<file path="src/rtl/audio_mix_pkg.sv">
// Shared types and helpers for the stereo PCM mixer and its 1-bit DAC back end.
package audio_mix_pkg;

  typedef enum logic [1:0] {
    IDLE  = 2'd0,
    ACCUM = 2'd1,
    CLAMP = 2'd2
  } mix_state_t;

  localparam logic DAC_LEAKY = 1'b0;
  localparam logic DAC_DSM   = 1'b1;

  // Headroom for a 7-bit shift gain plus the sum of all channels, plus sign.
  function automatic int acc_width(input int channels, input int in_width);
    return in_width + 8 + $clog2(channels);
  endfunction

  // Returns {clip, value}; value is the accumulator saturated to in_width bits.
  function automatic logic [64:0] clamp_sat(input logic signed [63:0] acc, input int in_width);
    logic signed [63:0] hi;
    logic signed [63:0] lo;
    hi = (64'sd1 <<< (in_width - 1)) - 64'sd1;
    lo = -(64'sd1 <<< (in_width - 1));
    if (acc > hi) begin
      clamp_sat = {1'b1, hi};
    end else if (acc < lo) begin
      clamp_sat = {1'b1, lo};
    end else begin
      clamp_sat = {1'b0, acc};
    end
  endfunction

endpackage

</file>
<file path="src/rtl/audio_mix_dac_sd_dac_1bit.sv">
// One-bit audio modulator: leaky-integrator comparator and first-order delta-sigma,
// both always running so the mode select can switch between them without a glitch.
module sd_dac_1bit
  import audio_mix_pkg::*;
#(
  parameter int IN_WIDTH   = 16,
  parameter int FILT_SHIFT = 7
) (
  input  logic                clock,
  input  logic                reset,
  input  logic [IN_WIDTH-1:0] u,
  input  logic                dac_mode,
  output logic                dac_bit
);

  localparam int VW = IN_WIDTH + 16;

  logic [VW-1:0]     v_r;
  logic [VW-1:0]     v_nxt_s;
  logic [IN_WIDTH:0] a_r;
  logic [IN_WIDTH:0] a_nxt_s;
  logic              leaky_bit_s;

  // Next state of both modulators.
  always_comb begin
    leaky_bit_s = (v_r[VW-1 -: IN_WIDTH] < u);
    v_nxt_s     = v_r - (v_r >> FILT_SHIFT)
                + (leaky_bit_s ? (VW'(1) << (VW - FILT_SHIFT)) : VW'(0));
    a_nxt_s     = {1'b0, a_r[IN_WIDTH-1:0]} + {1'b0, u};
  end

  // Modulator state and the registered output bit.
  always_ff @(posedge clock or posedge reset) begin
    if (reset) begin
      v_r     <= '0;
      a_r     <= '0;
      dac_bit <= 1'b0;
    end else begin
      v_r     <= v_nxt_s;
      a_r     <= a_nxt_s;
      dac_bit <= (dac_mode == DAC_DSM) ? a_nxt_s[IN_WIDTH] : leaky_bit_s;
    end
  end

endmodule

</file>
<file path="src/rtl/audio_mix_dac.sv">
// N-source stereo mixer (shift gain, mute, L/R routing, saturating sum) feeding
// one 1-bit modulator per side.
module audio_mix_dac
  import audio_mix_pkg::*;
#(
  parameter int CHANNELS   = 3,
  parameter int IN_WIDTH   = 16,
  parameter int FILT_SHIFT = 7
) (
  input  logic                         clock,
  input  logic                         reset,
  input  logic                         sample_en,
  input  logic [CHANNELS*IN_WIDTH-1:0] ch_data,
  input  logic [CHANNELS*3-1:0]        ch_gain,
  input  logic [CHANNELS-1:0]          ch_mute,
  input  logic [CHANNELS-1:0]          ch_route_l,
  input  logic [CHANNELS-1:0]          ch_route_r,
  input  logic                         dac_mode,
  output logic [IN_WIDTH-1:0]          mix_l,
  output logic [IN_WIDTH-1:0]          mix_r,
  output logic                         clip_l,
  output logic                         clip_r,
  output logic                         busy,
  output logic                         overrun,
  output logic                         aud_l,
  output logic                         aud_r
);

  localparam int ACC_W = acc_width(CHANNELS, IN_WIDTH);
  localparam int IDX_W = (CHANNELS > 1) ? $clog2(CHANNELS) : 1;
  localparam logic [IDX_W-1:0] LAST_IDX = IDX_W'(CHANNELS - 1);

  mix_state_t                   state_r;
  mix_state_t                   state_nxt_s;
  logic [IDX_W-1:0]             idx_r;
  logic signed [ACC_W-1:0]      acc_l_r;
  logic signed [ACC_W-1:0]      acc_r_r;
  logic signed [ACC_W-1:0]      term_s;
  logic [IN_WIDTH-1:0]          sample_s;
  logic [2:0]                   shift_s;
  logic [CHANNELS*IN_WIDTH-1:0] data_r;
  logic [CHANNELS*3-1:0]        gain_r;
  logic [CHANNELS-1:0]          mute_r;
  logic [CHANNELS-1:0]          route_l_r;
  logic [CHANNELS-1:0]          route_r_r;
  logic [64:0]                  sat_l_s;
  logic [64:0]                  sat_r_s;
  logic                         unused_sat_s;
  logic [IN_WIDTH-1:0]          u_l_s;
  logic [IN_WIDTH-1:0]          u_r_s;

  assign busy    = (state_r != IDLE);
  assign overrun = sample_en && (state_r != IDLE);

  assign sat_l_s      = clamp_sat(64'(acc_l_r), IN_WIDTH);
  assign sat_r_s      = clamp_sat(64'(acc_r_r), IN_WIDTH);
  assign unused_sat_s = ^{sat_l_s[63:IN_WIDTH], sat_r_s[63:IN_WIDTH]};

  // Offset-binary view of the signed mix for the modulators.
  assign u_l_s = {~mix_l[IN_WIDTH-1], mix_l[IN_WIDTH-2:0]};
  assign u_r_s = {~mix_r[IN_WIDTH-1], mix_r[IN_WIDTH-2:0]};

  // Control state register.
  always_ff @(posedge clock or posedge reset) begin
    if (reset) begin
      state_r <= IDLE;
    end else begin
      state_r <= state_nxt_s;
    end
  end

  // Next-state logic.
  always_comb begin
    state_nxt_s = state_r;
    case (state_r)
      IDLE: begin
        if (sample_en) begin
          state_nxt_s = ACCUM;
        end else begin
          state_nxt_s = IDLE;
        end
      end
      ACCUM: begin
        if (idx_r == LAST_IDX) begin
          state_nxt_s = CLAMP;
        end else begin
          state_nxt_s = ACCUM;
        end
      end
      CLAMP:   state_nxt_s = IDLE;
      default: state_nxt_s = IDLE;
    endcase
  end

  // Gained, sign-extended contribution of the current channel.
  always_comb begin
    sample_s = data_r[int'(idx_r)*IN_WIDTH +: IN_WIDTH];
    shift_s  = gain_r[int'(idx_r)*3 +: 3];
    if (mute_r[idx_r]) begin
      term_s = '0;
    end else begin
      term_s = {{(ACC_W-IN_WIDTH){sample_s[IN_WIDTH-1]}}, sample_s} <<< shift_s;
    end
  end

  // Snapshot, accumulation and clamped result registers.
  always_ff @(posedge clock or posedge reset) begin
    if (reset) begin
      idx_r     <= '0;
      acc_l_r   <= '0;
      acc_r_r   <= '0;
      data_r    <= '0;
      gain_r    <= '0;
      mute_r    <= '0;
      route_l_r <= '0;
      route_r_r <= '0;
      mix_l     <= '0;
      mix_r     <= '0;
      clip_l    <= 1'b0;
      clip_r    <= 1'b0;
    end else begin
      case (state_r)
        IDLE: begin
          if (sample_en) begin
            data_r    <= ch_data;
            gain_r    <= ch_gain;
            mute_r    <= ch_mute;
            route_l_r <= ch_route_l;
            route_r_r <= ch_route_r;
            acc_l_r   <= '0;
            acc_r_r   <= '0;
            idx_r     <= '0;
          end
        end
        ACCUM: begin
          if (route_l_r[idx_r]) begin
            acc_l_r <= acc_l_r + term_s;
          end
          if (route_r_r[idx_r]) begin
            acc_r_r <= acc_r_r + term_s;
          end
          if (idx_r != LAST_IDX) begin
            idx_r <= idx_r + IDX_W'(1);
          end
        end
        CLAMP: begin
          mix_l  <= sat_l_s[IN_WIDTH-1:0];
          mix_r  <= sat_r_s[IN_WIDTH-1:0];
          clip_l <= sat_l_s[64];
          clip_r <= sat_r_s[64];
        end
        default: begin
        end
      endcase
    end
  end

  sd_dac_1bit #(
    .IN_WIDTH  (IN_WIDTH),
    .FILT_SHIFT(FILT_SHIFT)
  ) u_dac_l (
    .clock   (clock),
    .reset   (reset),
    .u       (u_l_s),
    .dac_mode(dac_mode),
    .dac_bit (aud_l)
  );

  sd_dac_1bit #(
    .IN_WIDTH  (IN_WIDTH),
    .FILT_SHIFT(FILT_SHIFT)
  ) u_dac_r (
    .clock   (clock),
    .reset   (reset),
    .u       (u_r_s),
    .dac_mode(dac_mode),
    .dac_bit (aud_r)
  );

endmodule
</file>
<file path="config.mk">
export PLATFORM = sky130hd
export DESIGN_NAME = audio_mix_dac
export DESIGN_NICKNAME = d
export VERILOG_FILES = /design/src/rtl/audio_mix_pkg.sv /design/src/rtl/audio_mix_dac_sd_dac_1bit.sv /design/src/rtl/audio_mix_dac.sv
export SDC_FILE = /design/constraint.sdc
export NUM_CORES = 1
export LEC_CHECK = 0
export CAP_MARGIN = 20
export CORE_UTILIZATION = 45
export CTS_CLUSTER_DIAMETER = 30
export CTS_CLUSTER_SIZE = 28
export DETAILED_ROUTE_END_ITERATION = 10
export MAX_ROUTING_LAYER = met4
export PLACE_DENSITY = 0.74
export SLEW_MARGIN = 20
export SYNTH_ARGS = -nofsm -noshare
export SYNTH_HDL_FRONTEND = slang
export SYNTH_SLANG_ARGS = --single-unit
</file>
<file path="constraint.sdc">
create_clock -name clock -period 18.3 [get_ports clock]
set_input_delay 1.83 -clock clock [delete_from_list [all_inputs] [get_ports clock]]
set_output_delay 1.83 -clock clock [all_outputs]
set_load 0.05 [all_outputs]
</file>
[Word level (Yosys, flattened, before mapping)]
Index checks and enable logic that the tools add are counted.
Word-level totals
  output and inout bits: 38
  register bits: 254
Cells by class
  shifts and indexed selects: 3
  mux-type cells: 26
  $add $sub $neg: 9
  magnitude comparators: 7
  multipliers: 1
  bitwise logic cells: 2
  equal/unequal tests: 8
  reductions and logical operators: 8
Operator list (count)
  $mux 65: 4
  $mux 26: 6
  $pmux 26 s2: 2
  $add 32x32->32: 2
  $sub 32x25->32: 2
  $add 26x26->26: 2
  $gt 26x16->1 const B: 2
  $lt 26x16->1 const B: 2
  $shiftx 48x7->16: 1
  $add 16x16->17: 2
  $lt 16x16->1: 2
  $sshl 26x3->26: 1
  $ne 2x2->1 const B: 5
  $reduce_and 3->1: 3
  $shiftx 9x5->3: 1
  $pmux 2 s2: 2
  $bmux 1 s2: 3
  $mux 1: 6
  $mux 2: 3
  $eq 2x2->1 const B: 2
  $mul 2x2->4 const B: 1
  $reduce_bool 2->1: 2
  $lt 2x3->1 const B: 1
  $add 2x1->2 const B: 1
  5 further kinds: 6

[Longest topological paths before layout]
  depth in word-level cells: 7
  depth in mapped cells: 24

[Hierarchy]
From an unflattened synthesis, not the netlist that was laid out.
Second synthesis, totals
  cell total of the unflattened synthesis: 2150
  area total of the unflattened synthesis: 19586.3 µm²
Modules (own cells, without submodules)
  audio_mix_dac: times used 1, area each 10517.6 µm², cells each 1113
  sd_dac_1bit at u_dac_r: times used 1, area each 4636.9 µm², cells each 534
  sd_dac_1bit at u_dac_l: times used 1, area each 4431.8 µm², cells each 503

[Least setup slack after synthesis]
Ideal clock, no wire load.
  kind: register to register
  from: reg idx_r[1]
  to: reg acc_l_r[25]
  data arrival time: 4.595 ns
  required time: 18.214 ns
  stages on the path, launching flop included: 21
  period minus slack after synthesis: 4.681 ns
  buffers on the path: 3
  slack: 13.619 ns
  path through: dfrtp_1 -> buf_6 -> mux2i_1 -> o2bb2ai_1 -> buf_2 -> buf_1 -> mux2i_1 -> nor2_1 -> a211oi_1 -> ha_1 -> a21o_1 -> a21o_1 -> a21o_1 -> a21o_1 -> a21o_1 -> a21oi_1 -> nand4_1 -> a31oi_1 -> o21bai_1 -> a311o_1 -> a32oi_1
On the way
  longest elaborated chain between the ends: 7
  elaborated cells on any way between the ends: 14
  classes of those cells: add/sub (1); mul (1); eq/ne (1); shift (3); mux (7); reduce/logical (1)
Ends and longest elaborated chain
  start: declaration: line audio_mix_dac.sv:35  | logic [IDX_W-1:0] idx_r;
  start signal: assignment: line audio_mix_dac.sv:143  | idx_r <= idx_r + IDX_W'(1);
  $mul 2x2->4: line audio_mix_dac.sv:98  | shift_s = gain_r[int'(idx_r)*3 +: 3];
  $shiftx 9x5->3: line audio_mix_dac.sv:98
  $sshl 26x3->26: line audio_mix_dac.sv:102  | term_s = {{(ACC_W-IN_WIDTH){sample_s[IN_WIDTH-1]}}, sample_s} <<< shift_s;
  $mux 26: line audio_mix_dac.sv:99  | if (mute_r[idx_r]) begin
  $add 26x26->26: line audio_mix_dac.sv:137  | acc_l_r <= acc_l_r + term_s;
  $mux 26: line audio_mix_dac.sv:136  | if (route_l_r[idx_r]) begin
  $pmux 26 s2: line audio_mix_dac.sv:122  | case (state_r)
  end signal: assignment: line audio_mix_dac.sv:137
  end: declaration: line audio_mix_dac.sv:36  | logic signed [ACC_W-1:0] acc_l_r;
Parallel ways exist; a longest one is shown, timed or not. The select of a mux whose other input is x is not followed.
A chain may end at the register's enable or synchronous reset.

[Final worst setup path]
  from: reg idx_r[0]
  to: reg acc_l_r[25]
The elaborated chain is that of the path after synthesis.

==> results.ini <==
[global_routing]
grt_antenna_before_repair = 0
grt_first_pass_wirelength_mm = 76.8
grt_start_max_net_pins = 123
grt_pass1_vias = 15712
grt_use_total_pct = 23.3
overflow = 0

[route]
dr.pass1.iters = 5
ant_nets = 0
drtIter0Drc = 1049
wl_per_cell_um = 16.3
viasPerCell = 5.58
drc_errors = 0
wl_mm = 45.6
vias = 15596

[synth]
synth_cells = 2097
synth_edf_count = 0
synthesis.yosys.warnings = 0
synth_ff_type = dfrtp_1
synth_seq_cells = 254
ys_seq_area_share_pct = 34.8
syn-cell-area_um2 = 18300
avgSynthCellArea_um2 = 8.71
ys_types = 87
async_reset_ff_share_pct = 100
synth_nets = 2392

[placement]
gp_congestion = 0.945
dpl_worst_slack_ns = 12.64
hpwlAfterDp_mm = 33.1
io_buffers = 107

[timing]
skew_ns = 0.0194
fin_setup_tns_ns = 0
setup_viol = 0
fin_crit_ns = 5.72
hold_violations = 0
max_freq_mhz = 175
setup_ws_ns = 12.58
hold_ws_ns = 0.468
rsz0062_at_grt = false
fin_crit_sh_pct = 31.3
slew_headroom_pct = 31.2
worst_pin_slew_ns = 1.03
drv_slew = 0

[setup_path]
path_max_fanout = 33
r2r_slack_ns = 12.58
critical_path_arrival_ns = 6.20
start_kind = flip-flop
crit_path_end_kind = flip-flop
cp.required_ns = 18.77
critical_path_class = flip-flop to flip-flop

[layout]
final_common_cell = nand2_1
register_area_um2 = 6360
diodes = 0
areaGrowthSynthToFinish_pct = 22.2
multiInputGateArea_um2 = 11100
fillers = 3432
mostFrequentLayoutCells = nand2_1 (354), dfrtp_1 (254), ha_1 (219)
nNetsFinal = 2515
drive_gt1_share_pct = 7.49

[floorplan]
rows = 73
die-area_um2 = 41400
initial_core_util_pct = 45.8
io_pins = 108
die_h_um = 204
core_area_um2 = 39900
die_w_um = 204

[clock_network]
cts_setup_buffers = 0
cts_resized = 0
cts.sinks = 254
numCtsBuffers = 70
cts_root_buffer = clkbuf_16
cts_tree = done
cts.htree.levels = 3
clk_latency_ns = 0.56
cts.clk_slew.worst_paths_ns = 0.04
clockBufferDepth = 3
cts_hold_buf = 0

[outcome]
status = completed

[hold_path]
hold_class = flip-flop to flip-flop

[flow_run]
cap_violations = 0

[metal layers]
metal	part of all wire, %	up-vias	GRT usage [%]
li1	-	7681	-
met1	45	7363	29.5
met2	46	451	37.2
met3	5.7	101	4.52
met4	2.7	0	8.03
met5	0	-	-
[cells by family after synthesis]
group | count (synthesis) | synth area share [%]
AOI/OAI and AO/OA | 579 | 20.5
xor gates and xnor gates | 115 | 5.51
adders and majority gates | 232 | 16.1
buffers and inverters | 230 | 5.01
DFF | 254 | 34.8
muxes | 45 | 2.62
and+or+nand+nor | 642 | 15.5
[worst paths after layout]
kind / endpoint / cells after the start / from
max in group asynchronous: u_dac_r.v_r[27] / 4 / reset
max: acc_l_r[25] / 19 / idx_r[0]
min in group asynchronous: data_r[1] / 2 / reset
max reg2reg: acc_l_r[25] / 19 / idx_r[0]
min: u_dac_l.a_r[0] / 1 / u_dac_l.a_r[0]
min reg2reg: u_dac_l.a_r[0] / 1 / u_dac_l.a_r[0]
[flip-flops by register name, summed over array words and instances (netlist names), 2 cells and up]
name / cells
u_dac_r.v_r: 32
mix_r: 16
u_dac_r.a_r: 16
mix_l: 16
gain_r: 9
u_dac_l.a_r: 16
acc_l_r: 26
route_l_r: 3
acc_r_r: 26
idx_r: 2
route_r_r: 3
u_dac_l.v_r: 32
state_r: 2
data_r: 48
mute_r: 3
[layout make-up]
type / count / share of cell area [%]
Clock inverter: 31 / 2.01
Tap cell: 525 / 2.94
Inverter: 158 / 2.69
Sequential cell: 254 / 28.5
Timing Repair Buffer: 123 / 5.35
Clock buffer: 92 / 9.03
Multi-Input combinational cell: 1613 / 49.5
[critical path: stages, from the launching register on]
cell and delay [ns]:
dfrtp_1 0.31, buf_4 0.34, nor2b_4 0.71, o2bb2ai_2 0.52, mux2i_1 0.21, mux2i_1 0.22, nor2_1 0.06, a211oi_1 0.63
ha_1 0.42, a21o_1 0.20, a21o_1 0.21, a21o_1 0.21, a21o_1 0.17, a21o_1 0.17, a21oi_1 0.13, nand4_1 0.19
a31oi_1 0.26, o21bai_1 0.12, a311o_1 0.37, a32oi_1 0.16
[cells in the mapped netlist (9+ instances only)]
cell type  instances  area (um^2)
o21bai_1          18          135
xnor2_1           71          622
nand2_1          355         1330
xor2_1            44          385
a21boi_0          10         75.1
a211oi_1          18          135
inv_1            157          589
o21ai_0          174          871
nor3_1            24          120
o31ai_1           14          105
a21oi_1          130          651
o21ai_1            9         45.0
nor2b_1           16          100
clkbuf_1          55          206
o2bb2ai_1         13          114
nor2_1           106          398
o211ai_1          14          105
and2_1             9         56.3
nand4_1           14         87.6
ha_1             219         2740
o21a_1            14          105
dfrtp_1          254         6360
a31oi_1           25          156
and3_1            15         93.8
mux2i_1           40          400
a21o_1            63          473
nand2b_1          13         81.3
nand3_1           48          240
[through the flow]
step,utilization (%),cell area (um^2),cells
after global placement,49.7,19800,2673
after CTS,55.9,22300,2796
after global routing,55.9,22300,2796
final,55.9,22300,2796
after detailed placement,49.7,19800,2673
after floorplan,-,18300,2097
Power is left out: the tool's default activity adds up to more than one toggle a clock period on the data nets, which glitch-free logic cannot reach.
